<file path="config.mk">
export PLATFORM = sky130hd
export DESIGN_NAME = egress_drain_ctrl_flat
export DESIGN_NICKNAME = d
export VERILOG_FILES = /design/src/rtl/egress_drain_ctrl_if.sv /design/src/rtl/egress_drain_ctrl.sv /design/src/flat_wrapper.sv
export SDC_FILE = /design/constraint.sdc
export NUM_CORES = 1
export LEC_CHECK = 0
export CORE_ASPECT_RATIO = 0.8
export CORE_UTILIZATION = 50
export DETAILED_ROUTE_END_ITERATION = 7
export HOLD_SLACK_MARGIN = 0.03
export PLACE_DENSITY = 0.89
export SLEW_MARGIN = 20
export SYNTH_ARGS = -nofsm -noshare
export SYNTH_HDL_FRONTEND = slang
export SYNTH_SLANG_ARGS = --single-unit
</file>
<file path="constraint.sdc">
create_clock -name clk -period 3.5 [get_ports clk]
set_input_delay 0.525 -clock clk [delete_from_list [all_inputs] [get_ports clk]]
set_output_delay 0.525 -clock clk [all_outputs]
set_load 0.02 [all_outputs]
</file>
<file path="src/rtl/egress_drain_ctrl_if.sv">
`default_nettype none
// ============================================================================
// Module   : egress_drain_ctrl_if
// Brief    : FIFO-read and merged-output bus of the egress drain controller.
// Revision : 1.0 - initial release
// ============================================================================
interface egress_drain_ctrl_if #(
    parameter int DATA_W = 6
);
    logic              empty_d0;
    logic              empty_d1;
    logic [DATA_W-1:0] data_d0;
    logic [DATA_W-1:0] data_d1;
    logic              pop_D0;
    logic              pop_D1;
    logic [DATA_W-1:0] data_out;
    logic              dest_out;
    logic              valid_out;
    logic              out_ready;

    modport master (
        input  empty_d0, empty_d1, data_d0, data_d1, out_ready,
        output pop_D0, pop_D1, data_out, dest_out, valid_out
    );

    modport slave (
        output empty_d0, empty_d1, data_d0, data_d1, out_ready,
        input  pop_D0, pop_D1, data_out, dest_out, valid_out
    );
endinterface
`default_nettype wire

</file>
<file path="src/rtl/egress_drain_ctrl.sv">
`default_nettype none
// ============================================================================
// Module   : egress_drain_ctrl
// Brief    : Pops destination FIFOs D0/D1 and merges them into one valid/ready
//            stream via a 2-entry buffer. Option macro: EGRESS_STRICT_PRIO_EN
// Revision : 1.0 - initial release
// ============================================================================
module egress_drain_ctrl #(
    parameter int DATA_W = 6,
    parameter int CNT_W  = 8
) (
    input  logic                clk,
    input  logic                reset,
    input  logic                enable,
    egress_drain_ctrl_if.master bus,
    output logic                idle_out,
    output logic                active_out,
    output logic [CNT_W-1:0]    cnt_d0,
    output logic [CNT_W-1:0]    cnt_d1
);
    typedef enum logic [1:0] {
        ST_IDLE   = 2'd0,
        ST_ACTIVE = 2'd1,
        ST_DRAIN  = 2'd2
    } state_t;

    localparam int               c_ENT_W   = DATA_W + 1;
    localparam logic [CNT_W-1:0] c_CNT_ONE = CNT_W'(1);
    localparam logic [CNT_W-1:0] c_CNT_MAX = '1;

    state_t               state_q, state_d;
    logic                 rr_q, rr_d;
    logic [1:0]           occ_q, occ_d;
    logic [c_ENT_W-1:0]   head_q, head_d;
    logic [c_ENT_W-1:0]   tail_q, tail_d;
    logic                 infl_v_q, infl_v_d;
    logic                 infl_src_q, infl_src_d;
    logic [CNT_W-1:0]     cnt0_q, cnt0_d;
    logic [CNT_W-1:0]     cnt1_q, cnt1_d;

    logic                 w_deq;
    logic [2:0]           w_level;
    logic                 w_can_pop;
    logic                 w_pop0;
    logic                 w_pop1;
    logic                 w_any_data;
    logic [1:0]           w_occ_after;
    logic [c_ENT_W-1:0]   w_new;

    always_ff @(posedge clk or posedge reset) begin
        if (reset) begin
            state_q    <= ST_IDLE;
            rr_q       <= 1'b0;
            occ_q      <= 2'd0;
            head_q     <= '0;
            tail_q     <= '0;
            infl_v_q   <= 1'b0;
            infl_src_q <= 1'b0;
            cnt0_q     <= '0;
            cnt1_q     <= '0;
        end else begin
            state_q    <= state_d;
            rr_q       <= rr_d;
            occ_q      <= occ_d;
            head_q     <= head_d;
            tail_q     <= tail_d;
            infl_v_q   <= infl_v_d;
            infl_src_q <= infl_src_d;
            cnt0_q     <= cnt0_d;
            cnt1_q     <= cnt1_d;
        end
    end

    // Pop only if the word can still land: buffered + in flight - leaving < 2.
    always_comb begin
        w_deq      = (occ_q != 2'd0) && bus.out_ready;
        w_level    = {1'b0, occ_q} + {2'b00, infl_v_q} - {2'b00, w_deq};
        w_can_pop  = (state_q == ST_ACTIVE) && enable && (w_level < 3'd2);
        w_any_data = !bus.empty_d0 || !bus.empty_d1;
`ifdef EGRESS_STRICT_PRIO_EN
        w_pop0 = w_can_pop && !bus.empty_d0;
        w_pop1 = w_can_pop && bus.empty_d0 && !bus.empty_d1;
        rr_d   = rr_q;
`else
        w_pop0 = w_can_pop && !bus.empty_d0 && (bus.empty_d1 || !rr_q);
        w_pop1 = w_can_pop && !bus.empty_d1 && (bus.empty_d0 || rr_q);
        rr_d   = (w_can_pop && !bus.empty_d0 && !bus.empty_d1) ? ~rr_q : rr_q;
`endif
        infl_v_d   = w_pop0 || w_pop1;
        infl_src_d = w_pop1;
    end

    // Dequeue shifts first; the captured word then lands behind what remains.
    always_comb begin
        head_d      = head_q;
        tail_d      = tail_q;
        w_new       = {infl_src_q, infl_src_q ? bus.data_d1 : bus.data_d0};
        w_occ_after = occ_q - {1'b0, w_deq};
        if (w_deq) begin
            head_d = tail_q;
        end
        if (infl_v_q) begin
            if (w_occ_after == 2'd0) begin
                head_d = w_new;
            end else begin
                tail_d = w_new;
            end
        end
        occ_d = w_occ_after + {1'b0, infl_v_q};
    end

    always_comb begin
        cnt0_d = cnt0_q;
        cnt1_d = cnt1_q;
        if (w_deq && !head_q[DATA_W] && (cnt0_q != c_CNT_MAX)) begin
            cnt0_d = cnt0_q + c_CNT_ONE;
        end
        if (w_deq && head_q[DATA_W] && (cnt1_q != c_CNT_MAX)) begin
            cnt1_d = cnt1_q + c_CNT_ONE;
        end
    end

    always_comb begin
        state_d = state_q;
        case (state_q)
            ST_IDLE: begin
                if (enable && w_any_data) begin
                    state_d = ST_ACTIVE;
                end
            end
            ST_ACTIVE: begin
                if (!enable || !w_any_data) begin
                    state_d = ST_DRAIN;
                end
            end
            ST_DRAIN: begin
                if (enable && w_any_data) begin
                    state_d = ST_ACTIVE;
                end else if ((occ_q == 2'd0) && !infl_v_q) begin
                    state_d = ST_IDLE;
                end
            end
            default: state_d = ST_IDLE;
        endcase
    end

    assign bus.pop_D0    = w_pop0;
    assign bus.pop_D1    = w_pop1;
    assign bus.data_out  = head_q[DATA_W-1:0];
    assign bus.dest_out  = head_q[DATA_W];
    assign bus.valid_out = (occ_q != 2'd0);
    assign idle_out      = (state_q == ST_IDLE) && (occ_q == 2'd0) && !infl_v_q;
    assign active_out    = (state_q == ST_ACTIVE);
    assign cnt_d0        = cnt0_q;
    assign cnt_d1        = cnt1_q;
endmodule
`default_nettype wire

</file>
<file path="src/flat_wrapper.sv">
// flat-port wrapper written by rule: the top's interface ports become plain ports
module egress_drain_ctrl_flat 
#(
    parameter int DATA_W = 6,
    parameter int CNT_W  = 8
)
  (clk, reset, enable, idle_out, active_out, cnt_d0, cnt_d1, bus_empty_d0, bus_empty_d1, bus_data_d0, bus_data_d1, bus_out_ready, bus_pop_D0, bus_pop_D1, bus_data_out, bus_dest_out, bus_valid_out);
  egress_drain_ctrl_if #(.DATA_W(DATA_W)) bus_i ();
  input  logic clk;
  input  logic reset;
  input  logic enable;
  output logic idle_out;
  output logic active_out;
  output logic [CNT_W-1:0] cnt_d0;
  output logic [CNT_W-1:0] cnt_d1;
  input wire logic [$bits(bus_i.empty_d0)-1:0] bus_empty_d0;
  input wire logic [$bits(bus_i.empty_d1)-1:0] bus_empty_d1;
  input wire logic [$bits(bus_i.data_d0)-1:0] bus_data_d0;
  input wire logic [$bits(bus_i.data_d1)-1:0] bus_data_d1;
  input wire logic [$bits(bus_i.out_ready)-1:0] bus_out_ready;
  output wire logic [$bits(bus_i.pop_D0)-1:0] bus_pop_D0;
  output wire logic [$bits(bus_i.pop_D1)-1:0] bus_pop_D1;
  output wire logic [$bits(bus_i.data_out)-1:0] bus_data_out;
  output wire logic [$bits(bus_i.dest_out)-1:0] bus_dest_out;
  output wire logic [$bits(bus_i.valid_out)-1:0] bus_valid_out;
  assign bus_i.empty_d0 = bus_empty_d0;
  assign bus_i.empty_d1 = bus_empty_d1;
  assign bus_i.data_d0 = bus_data_d0;
  assign bus_i.data_d1 = bus_data_d1;
  assign bus_i.out_ready = bus_out_ready;
  assign bus_pop_D0 = bus_i.pop_D0;
  assign bus_pop_D1 = bus_i.pop_D1;
  assign bus_data_out = bus_i.data_out;
  assign bus_dest_out = bus_i.dest_out;
  assign bus_valid_out = bus_i.valid_out;
  egress_drain_ctrl #(.DATA_W(DATA_W), .CNT_W(CNT_W)) u_core (.clk(clk), .reset(reset), .enable(enable), .bus(bus_i), .idle_out(idle_out), .active_out(active_out), .cnt_d0(cnt_d0), .cnt_d1(cnt_d1));
endmodule
</file>
* Word level (Yosys, flattened, before mapping)
Index checks and enable logic that the tools add are counted.
** Storage, ports and cells
- Latch bits :: 0
- RAM bits :: 0
- Memories :: 0
- Register bits :: 37
- Input bits :: 18
- Word-level logic and storage cells :: 68
- Memory bits (read-only) :: 0
- Output and inout bits :: 28
** Operators by class
- Div/mod/pow operators :: 0
- Mux-type cells :: 9
- Shift operators :: 0
- Magnitude comparators :: 1
- Multiply operators :: 0
- Eq/ne operators :: 7
- Bitwise logic cells :: 2
- Reduce and logical (&&, ||, !) cells :: 34
- Add/subtract/negate cells :: 6
** Operators with widths (number)
- $mux 7 :: 3
- $add 8x1->8 const B :: 2
- $logic_and 1x1->1 :: 16
- $ne 8x8->1 const B :: 2
- $mux 2 :: 4
- $logic_not 1->1 :: 7
- $logic_not 2->1 :: 3
- $mux 6 :: 1
- $pmux 2 s3 :: 1
- $logic_or 1x1->1 :: 5
- $ne 2x1->1 const B :: 2
- $add 2x1->3 :: 1
- $lt 3x2->1 const B :: 1
- $ne 3x1->1 const B :: 1
- $reduce_and 3->1 :: 1
- $sub 3x1->3 :: 1
- $add 2x1->2 :: 1
- $eq 2x1->1 const B :: 1
- $eq 2x2->1 const B :: 1
- $not 1->1 :: 2
- $reduce_and 2->1 :: 1
- $reduce_bool 2->1 :: 1
- $sub 2x1->2 :: 1

* Depth between registers and ports, before layout
Gate-level depths: netlist of run 1.
- Depth after elaboration :: 8
- Gate-level depth with buffers :: 8
- Gate-level depth less buffers :: 7

* Worst setup path before layout of run 1
No wires, ideal clock.
- Path type :: input -> output
- Start :: input port bus_out_ready
- End :: output port bus_pop_D1
- Path buffers :: 0
- Arrival time :: 2198 ps
- Cell stages on the path :: 7
- Required time :: 2975 ps
- Path slack :: 777 ps
- Path through :: nand2b_2 -> nand2_1 -> nand2_1 -> fa_1 -> nand4b_1 -> nand2b_1 -> nor3_1
** Between the ends
- Longest elaborated chain between the ends :: 6
** RTL lines
- from (decl) :: RTL line flat_wrapper.sv:20 : input wire logic [$bits(bus_i.out_ready)-1:0] bus_out_ready;
- $logic_and 1x1->1 :: RTL line egress_drain_ctrl.sv:76 : w_deq = (occ_q != 2'd0) && bus.out_ready;
- $sub 3x1->3 :: RTL line egress_drain_ctrl.sv:77 : w_level = {1'b0, occ_q} + {2'b00, infl_v_q} - {2'b00, w_deq};
- $lt 3x2->1 :: RTL line egress_drain_ctrl.sv:78 : w_can_pop = (state_q == ST_ACTIVE) && enable && (w_level < 3'd2);
- $logic_and 1x1->1 :: RTL line egress_drain_ctrl.sv:78
- $logic_and 1x1->1 (2 in series) :: RTL line egress_drain_ctrl.sv:86 : w_pop1 = w_can_pop && !bus.empty_d1 && (bus.empty_d0 || rr_q);
- to (decl) :: RTL line flat_wrapper.sv:22 : output wire logic [$bits(bus_i.pop_D1)-1:0] bus_pop_D1;
Every way passes these cells.

* Worst setup path after layout of run 1
Same ends and word-level chain as after synthesis.

==> results of run 1 <==
-- state kept, by name, indices dropped and copies added, names as in the netlist --
name,cells
u_core.rr_q,1
u_core.occ_q,2
u_core.state_q,2
u_core.tail_q,7
u_core.cnt_d0,8
u_core.infl_src_q,1
u_core.cnt_d1,8
u_core.infl_v_q,1
u_core.head_q,7
-- per-stage QoR --
stage	TNS, ns	hold slack (ns)	setup WS [ns]
CTS	0	0.4894	0.1826
floorplan	0	0.4503	0.7765
finish	0	0.4860	0.1974
detailed placement	-0.1127	0.4717	-0.08132
global placement	-0.06518	0.4644	-0.06518
global route	0	0.5005	0.02254
-- cells in the final DEF (no fill, tap or decap), types with 2 or more instances in the layout --
cell type / synthesis / final
a21oi_1: 3 / 3
and3_1: 2 / 2
and4_1: 2 / 2
buf_4: 1 / 6
clkbuf_8: 0 / 6
clkdlybuf4s50_1: 0 / 43
dfrtp_1: 37 / 37
dlygate4sd2_1: 0 / 2
ha_1: 4 / 4
inv_1: 15 / 15
mux2_1: 8 / 8
mux2_2: 2 / 2
mux2i_1: 27 / 27
nand2_1: 10 / 10
nand2b_1: 4 / 4
nand3_1: 5 / 5
nand4_1: 2 / 2
nor2_1: 3 / 3
nor2b_1: 2 / 2
nor3_1: 4 / 4
nor4_1: 4 / 4
xnor2_1: 2 / 2
xor2_1: 6 / 6
-- critical path: stages --
cell and delay [ns]:
clkdlybuf4s50_1 0.47, nand2b_2 0.21, nand2_1 0.09, nand2_1 0.07, fa_1 0.50, nand4b_1 0.12, nand2b_1 0.20, nor3_1 0.23
dlygate4sd2_1 0.36
-- metal layers --
metal	vias to the layer above	wire length (um)	share of wire (%)	global-route usage, %
met5	-	0	0	0
met4	0	79	2.1	9.244
met3	9	135	3.6	4.110
met2	37	1801	47	32.18
met1	735	1785	47	29.28
li1	717	-	-	-
-- cell families (layout without fill, tap and decap cells) --
family,count (synthesis),in the layout
AO/OA/AOI/OAI,16,16
XOR/XNOR,8,8
adder cells (fa/ha/maj),5,5
buffers and inverters,19,74
flip-flops,37,37
multiplexers,37,37
AND/OR/NAND/NOR,48,48
-- worst min path at each step --
| stage | cells after the start | slack [ns] | endpoint | startpoint |
|---|---|---|---|---|
| 2_1_floorplan | 1 | 0.45 | u_core.tail_q[6] | u_core.tail_q[6] |
| 3_3_place_gp | 1 | 0.46 | u_core.tail_q[6] | u_core.tail_q[6] |
| 3_5_place_dp | 1 | 0.47 | u_core.tail_q[6] | u_core.tail_q[6] |
| 4_1_cts | 1 | 0.49 | u_core.tail_q[6] | u_core.tail_q[6] |
| 5_1_grt | 1 | 0.50 | u_core.tail_q[6] | u_core.tail_q[6] |
| 6_report | 1 | 0.49 | u_core.tail_q[6] | u_core.tail_q[6] |
-- area by class of cell --
type	instances	area [um2]
clock inverter	2	37.54
clock buffer	6	82.58
tap	55	68.82
timing repair buffer	51	493.0
sequential	37	925.9
inverter	15	56.30
fill	311	1146
multi-input combinational	114	993.5
-- power groups by stage --
| stage | sequential (W) | clock [W] | combinational [W] |
|---|---|---|---|
| after floorplan | 0.000789 | 0 | 0.000416 |
| after global placement | 0.000726 | 0 | 0.000765 |
| after detailed placement | 0.000729 | 0 | 0.000794 |
| after CTS | 0.000724 | 0.000398 | 0.000802 |
| after global routing | 0.000751 | 0.000416 | 0.000864 |
| final | 0.000724 | 0.000387 | 0.000793 |
==> results.toml, run 1 <==
[sta]
fmax_mhz = 302.8
final-setup-viol-count = 0
period_needed_ns = 3.303
fin_crit_sh_pct = 94.36
rsz0062_at_grt = "false"
worst_slew_pin_slew_ns = 0.9452
hold_violations = 0
skew_ns = 0.006894
drv_slew = 0
slew_headroom_pct = 36.98

[clock_tree]
cts_sinks = 37
numCtsBuffers = 5
post_cts_buffers = 0
htreeDepth = 2
clk_latency_ns = 0.29
clockRootBuffer = "clkbuf_8"
cts_hold_buf = 0
cts_tree = "built"
cts_resized = 2
cts.path.max_buffers = 2
clk_pin_slew_ns = 0.07

[hold_path]
hold_class = "flip-flop to flip-flop"

[logic_synthesis]
synth_compound_area_share_pct = 7.832
ys_seq_elements = 37
synthMuxAreaShare_pct = 19.17
synthTopCellsByArea = "dfrtp_1 (46%), mux2i_1 (14%), mux2_1 (4.5%)"
netlist-cell-type-count = 46
yosys.area_share.simple_pct = 15.73
yosys_warnings = 0
synth_enable_flop_cells = 0
ys.flop_type = "dfrtp_1"
synth_fp_nets = 193
synth_xor_xnor_area_share_pct = 3.509
postSynth.asyncResetShare_pct = 100.0
synth.largest_area_cell = "dfrtp_1"
synthTopCellsByCount = "dfrtp_1 (37), mux2i_1 (27), inv_1 (15)"
synthAdderAreaFrac_pct = 3.509
synth_top_area_share_pct = 46.37
synth_top_family_by_area = "multiplexers"
netlist_instances = 170
netlist_area_mm2 = 0.001997
seq_area_frac_synth_pct = 46.37
yosysMostFrequentCell = "dfrtp_1"
syn-mean-instance-area_um2 = 11.75

[power]
leakage_nw = 1.202
seqPwrFrac_pct = 38.0
internal-power_w = 0.001197
peakVddDrop_v = 0.0003888
switchingPower_w = 0.0007067
p_sw_share_pct = 37.12
power_w = 0.001904
p_clk_share_pct = 20.3
combPwrFrac_pct = 41.6
powerDensity_mw_per_mm2 = 716.5

[final_layout]
final_area_mm2 = 0.002658
final_util_pct = 69.87
n_antenna_cell = 0
final-instance-count-excl-fill = 280
syn_to_final_growth_pct = 33.08
drive_gt1_share_pct = 11.56
finalNetCount = 247

[die]
core_region_area_mm2 = 0.003804
initial_core_util_pct = 52.50
dieArea_mm2 = 0.004252
io_pins = 46
die_h_um = 58.53
num_rows = 20
die_w_um = 72.66

[place]
placed_area_mm2 = 0.002540
io_buffers = 45
dp_cells = 272
place_hpwl_mm = 2.734
place_congestion = 0.7483

[worst_setup_path]
r2r-end = "u_core.head_q[6]"
startpoint_type = "input pin"
r2r_start = "u_core.occ_q[1]"
reg2reg_slack_ns = 1.38
cp-endpoint = "bus_pop_D1"
crit_start = "bus_out_ready"
crit_type = "input pin to primary output"
reg2reg_depth = 3
cp-end-kind = "primary output"
worst_ep_required_time_ns = 2.97
crit_fanout = 3
crit_arrival_ns = 2.78

[route]
wire_per_inst_um = 13.58
vias_per_cell = 5.350
firstDrtPassIters = 4
drtIter0Drc = 85
routed_wl_mm = 3.802
ant_nets = 0
vias = 1498
post-route-drc-count = 0

[global_routing]
grt_pass1_vias = 1421
grt_max_degree = 38
antenna_found_initial = 0
grt_pass1_wl_mm = 6.658
gr-usage-all-layers_pct = 20.99
overflow = 0

[run]
cap_violations = 0

[outcome]
status = "finished clean"
(Power assumes the default switching activity.)
==> run 2: changes to the inputs <==
CORE_MARGIN = 4   (was default)
==> run 2 against run 1 <==
Total power shrank 2.4%. Highest routed layer unchanged. Via count grew 0.87%. Clock power shrank 15%. Global-route usage shrank 3.6 points.
==> results.toml, run 2 (synthesis results as in run 1) <==
[worst_setup_path]
reg2reg_depth = 8
crit_type = "input pin to primary output"
crit_start = "bus_out_ready"
crit_arrival_ns = 2.79
startpoint_type = "input pin"
r2r_start = "u_core.occ_q[0]"
reg2reg_slack_ns = 1.38
worst_ep_required_time_ns = 2.97
cp-end-kind = "primary output"
cp-endpoint = "bus_pop_D0"
r2r-end = "u_core.infl_src_q"
crit_fanout = 3

[final_layout]
fillers = 297
final-instance-count-excl-fill = 281
finalNetCount = 248
syn_to_final_growth_pct = 32.33
final_common_cell = "clkdlybuf4s50_1"
drive_gt1_share_pct = 12.39
final_cell_mix = "clkdlybuf4s50_1 (43), dfrtp_1 (37), mux2i_1 (27)"
final_area_mm2 = 0.002643
n_antenna_cell = 0

[global_routing]
grt_pass1_wl_mm = 6.893
antenna_found_initial = 0
grt_max_degree = 23
grt_pass1_vias = 1572
overflow = 0
gr-usage-all-layers_pct = 17.38

[sta]
drv_slew = 0
rsz0062_at_grt = "false"
fmax_mhz = 301.8
fin_tns_setup_ns = 0
period_needed_ns = 3.314
skew_ns = 0.003169
slew_headroom_pct = 40.18
hold_violations = 0
postLayoutSetupSlackWorst_ns = 0.1860
final-setup-viol-count = 0
fin_crit_sh_pct = 94.68
worst_slew_pin_slew_ns = 0.8972

[clock_tree]
numCtsBuffers = 5
clk_latency_ns = 0.29
cts_sinks = 37
cts_tree = "built"
cts.path.max_buffers = 2
clk_pin_slew_ns = 0.07
htreeDepth = 2
clockRootBuffer = "clkbuf_8"

[place]
place_hpwl_mm = 3.088
dp_cells = 273
dp_slack_ns = -0.1502
io_buffers = 45
place_congestion = 0.8150
placed_area_mm2 = 0.002547

[die]
initial_core_util_pct = 52.16
core_region_area_mm2 = 0.003829
die_h_um = 64.53
dieArea_mm2 = 0.005075
io_pins = 46
die_w_um = 78.66
num_rows = 20

[route]
wire_per_inst_um = 14.38
firstDrtPassIters = 4
post-route-drc-count = 0
drtIter0Drc = 94
ant_nets = 0
routed_wl_mm = 4.042
vias = 1511
vias_per_cell = 5.377

[power]
internal-power_w = 0.001153
powerDensity_mw_per_mm2 = 703.1
p_sw_share_pct = 37.96
peakVddDrop_v = 0.0003932
leakage_nw = 1.200
p_clk_share_pct = 17.7
power_w = 0.001858
seqPwrFrac_pct = 38.6
switchingPower_w = 0.0007053
combPwrFrac_pct = 43.8

[run]
cap_violations = 0

[hold_path]
hold_class = "flip-flop to flip-flop"

[outcome]
status = "finished clean"
-- run 2: area by class of cell --
type	count	area [um2]	share of cell area [%]
Timing Repair Buffer	52	496.7	18.80
Tap cell	55	68.82	2.604
Sequential cell	37	925.9	35.04
Clock buffer	7	96.34	3.646
Inverter	15	56.30	2.131
Clock inverter	1	5.005	0.1894
Multi-Input combinational cell	114	993.5	37.59
-- run 2: repair_timing --
action,in CTS,in global routing
gates resized for setup,2,3
hold buffers,0,0
buffers inserted,0,0
endpoints found under the setup margin,2,1
pin swaps,0,0
-- run 2: how the worst min path moves through the flow --
stage / startpoint / end / slack (ns) / cells past startpoint
final: u_core.tail_q[6] / u_core.tail_q[6] / 0.50 / 1
after global routing: u_core.tail_q[6] / u_core.tail_q[6] / 0.52 / 1
after CTS: u_core.tail_q[6] / u_core.tail_q[6] / 0.50 / 1
after detailed placement: u_core.tail_q[6] / u_core.tail_q[6] / 0.47 / 1
after global placement: u_core.tail_q[6] / u_core.tail_q[6] / 0.46 / 1
after floorplan: u_core.tail_q[6] / u_core.tail_q[6] / 0.45 / 1
-- run 2: power by group through the flow --
stage / Clock, W / Combinational [W] / Sequential, W
floorplan: 0 / 0.000416 / 0.000789
global placement: 0 / 0.000793 / 0.000714
detailed placement: 0 / 0.000824 / 0.000721
CTS: 0.000340 / 0.000825 / 0.000715
global route: 0.000357 / 0.000887 / 0.000740
finish: 0.000328 / 0.000813 / 0.000716
-- run 2: per-layer routing --
metal	up-vias	wire length, um	global-route usage (%)
met4	0	46	7.205
met2	39	2038	29.87
li1	725	-	-
met5	-	0	0
met3	6	220	5.556
met1	741	1736	20.00
-- run 2: per-stage QoR --
step | utilization [%] | hold slack [ns]
2_1_floorplan | - | 0.4503
3_3_place_gp | 66.54 | 0.4628
3_5_place_dp | 66.54 | 0.4729
4_1_cts | 69.12 | 0.4979
5_1_grt | 69.02 | 0.5192
6_report | 69.02 | 0.4967
-- run 2: critical path: stages --
cell	delay (ns)
clkdlybuf4s50_1	0.47
nand2b_2	0.22
nand2_1	0.09
nand2_1	0.07
fa_1	0.50
nand4b_1	0.13
nand2b_1	0.21
nor3_1	0.20
dlygate4sd2_1	0.37
==> run 3: changes to the inputs <==
CELL_PAD_IN_SITES_DETAIL_PLACEMENT = 2   (was default)
CELL_PAD_IN_SITES_GLOBAL_PLACEMENT = 2   (was default)
CORE_MARGIN = 2   (was 4)
CORE_UTILIZATION = 35   (was 50)
PLACE_DENSITY = 0.94   (was 0.89)
==> run 3 against run 2 <==
Largest cell class unchanged. Global-route usage fell by 0.21 points. Fmax fell by 0.49%. Worst hold slack gained 0.0041 ns. Worst setup slack got worse by 0.016 ns. Count of clock-buffer cells in the layout is 2 lower. Core utilization down 20 points. Final cell count rose by 8.5%. Combinational power grew 2.6%. Critical path type unchanged. Cell area up 1.1%. First-iteration DRC count is 47% lower. Flip-flop and latch count unchanged.
==> results.toml, run 3 (synthesis results as in run 1) <==
[sta]
skew_ns = 0.003120
fmax_mhz = 300.3
final-setup-viol-count = 0
fin_tns_setup_ns = 0
slew_headroom_pct = 35.83
fin_crit_sh_pct = 95.16
rsz0062_at_grt = "false"
worst_slew_pin_slew_ns = 0.9625
period_needed_ns = 3.330
drv_slew = 0
holdWs_ns = 0.5009
hold_violations = 0

[power]
leakage_nw = 1.198
powerDensity_mw_per_mm2 = 693.9
power_w = 0.001854
peakVddDrop_v = 0.0002941

[outcome]
status = "finished clean"

[clock_tree]
clk_pin_slew_ns = 0.08
cts_tree = "built"
cts_sinks = 37
htreeDepth = 2
clockRootBuffer = "clkbuf_8"
cts.path.max_buffers = 2
numCtsBuffers = 5
clk_latency_ns = 0.29
cts_hold_buf = 0
post_cts_buffers = 0
cts_resized = 2

[die]
num_rows = 24
initial_core_util_pct = 36.54
dieArea_mm2 = 0.006329
io_pins = 46
die_w_um = 88.45
die_h_um = 71.56
core_region_area_mm2 = 0.005465

[final_layout]
syn_to_final_growth_pct = 33.83
n_antenna_cell = 0
final_area_mm2 = 0.002673
drive_gt1_share_pct = 12.78
finalNetCount = 249
final_cell_mix = "clkdlybuf4s50_1 (43), dfrtp_1 (37), mux2i_1 (27)"
final_common_cell = "clkdlybuf4s50_1"

[route]
drtIter0Drc = 50
routed_wl_mm = 4.829
ant_nets = 0
vias = 1514
vias_per_cell = 4.964
post-route-drc-count = 0
firstDrtPassIters = 4
wire_per_inst_um = 15.83

[place]
place_congestion = 0.7429
place_hpwl_mm = 3.546
io_buffers = 45
placed_area_mm2 = 0.002584

[worst_setup_path]
cpMaxStageDelayCell = "fa_1"
critPathTopFamily = "simple AND/OR/NAND/NOR gates"
startpoint_type = "input pin"
crit_arrival_ns = 2.81
worst_ep_required_time_ns = 2.97
cp_common_cell = "nand2_1"
cp-end-kind = "primary output"
crit_chain = "clkdlybuf4s50_1 -> nand2b_2 -> nand2_1 -> nand2_1 -> fa_1 -> nand4b_1 -> nand2b_1 -> nor3_2 -> dlygate4sd2_1"
path_buf_inv = 2
crit_type = "input pin to primary output"
slowest_delay_ns = 0.49
crit_fanout = 3

[global_routing]
grt_max_degree = 38
gr-usage-all-layers_pct = 17.17
grt_pass1_vias = 1692
overflow = 0
grt_pass1_wl_mm = 8.349
antenna_found_initial = 0

[run]
cap_violations = 0

[hold_path]
hold_class = "flip-flop to flip-flop"
[run 3: layer usage]
| layer | vias up | track usage [%] | wire, um |
|---|---|---|---|
| met4 | 0 | 4.040 | 23 |
| met5 | - | 0 | 0 |
| met3 | 2 | 3.917 | 180 |
| li1 | 722 | - | - |
| met2 | 32 | 28.49 | 2454 |
| met1 | 758 | 22.92 | 2171 |
[run 3: power breakdown]
part,leakage (nW),switching [W],internal (W)
logic,0.695,0.000429,0.000405
registers,0.460,0.000146,0.000572
clock network,0.0439,0.000165,0.000138
[run 3: through the flow]
step	cells	setup slack [ns]	util, %
3_5_place_dp	297	-0.1895	47.28
4_1_cts	305	0.07762	48.81
6_report	305	0.1695	48.90
5_1_grt	305	0.02749	48.90
3_3_place_gp	297	-0.08803	47.28
2_1_floorplan	170	0.7765	-
[run 3: final timing paths]
path,startpoint,end,slack (ns),depth (start not counted)
setup / recovery,bus_out_ready,bus_pop_D1,0.17,9
hold / removal,u_core.tail_q[6],u_core.tail_q[6],0.50,1
setup reg to reg,u_core.occ_q[0],u_core.rr_q,1.33,8
hold reg to reg,u_core.tail_q[6],u_core.tail_q[6],0.50,1
max in group asynchronous,reset,u_core.tail_q[0],2.51,3
min in group asynchronous,reset,u_core.cnt_d0[0],0.65,3
[run 3: layout make-up]
class | count | area (um2)
fill | 574 | 2793
timing repair buffer | 53 | 508.0
clock buffer | 5 | 68.82
multi-input combinational | 114 | 998.5
sequential | 37 | 925.9
clock inverter | 3 | 17.52
tap | 78 | 97.59
inverter | 15 | 56.30
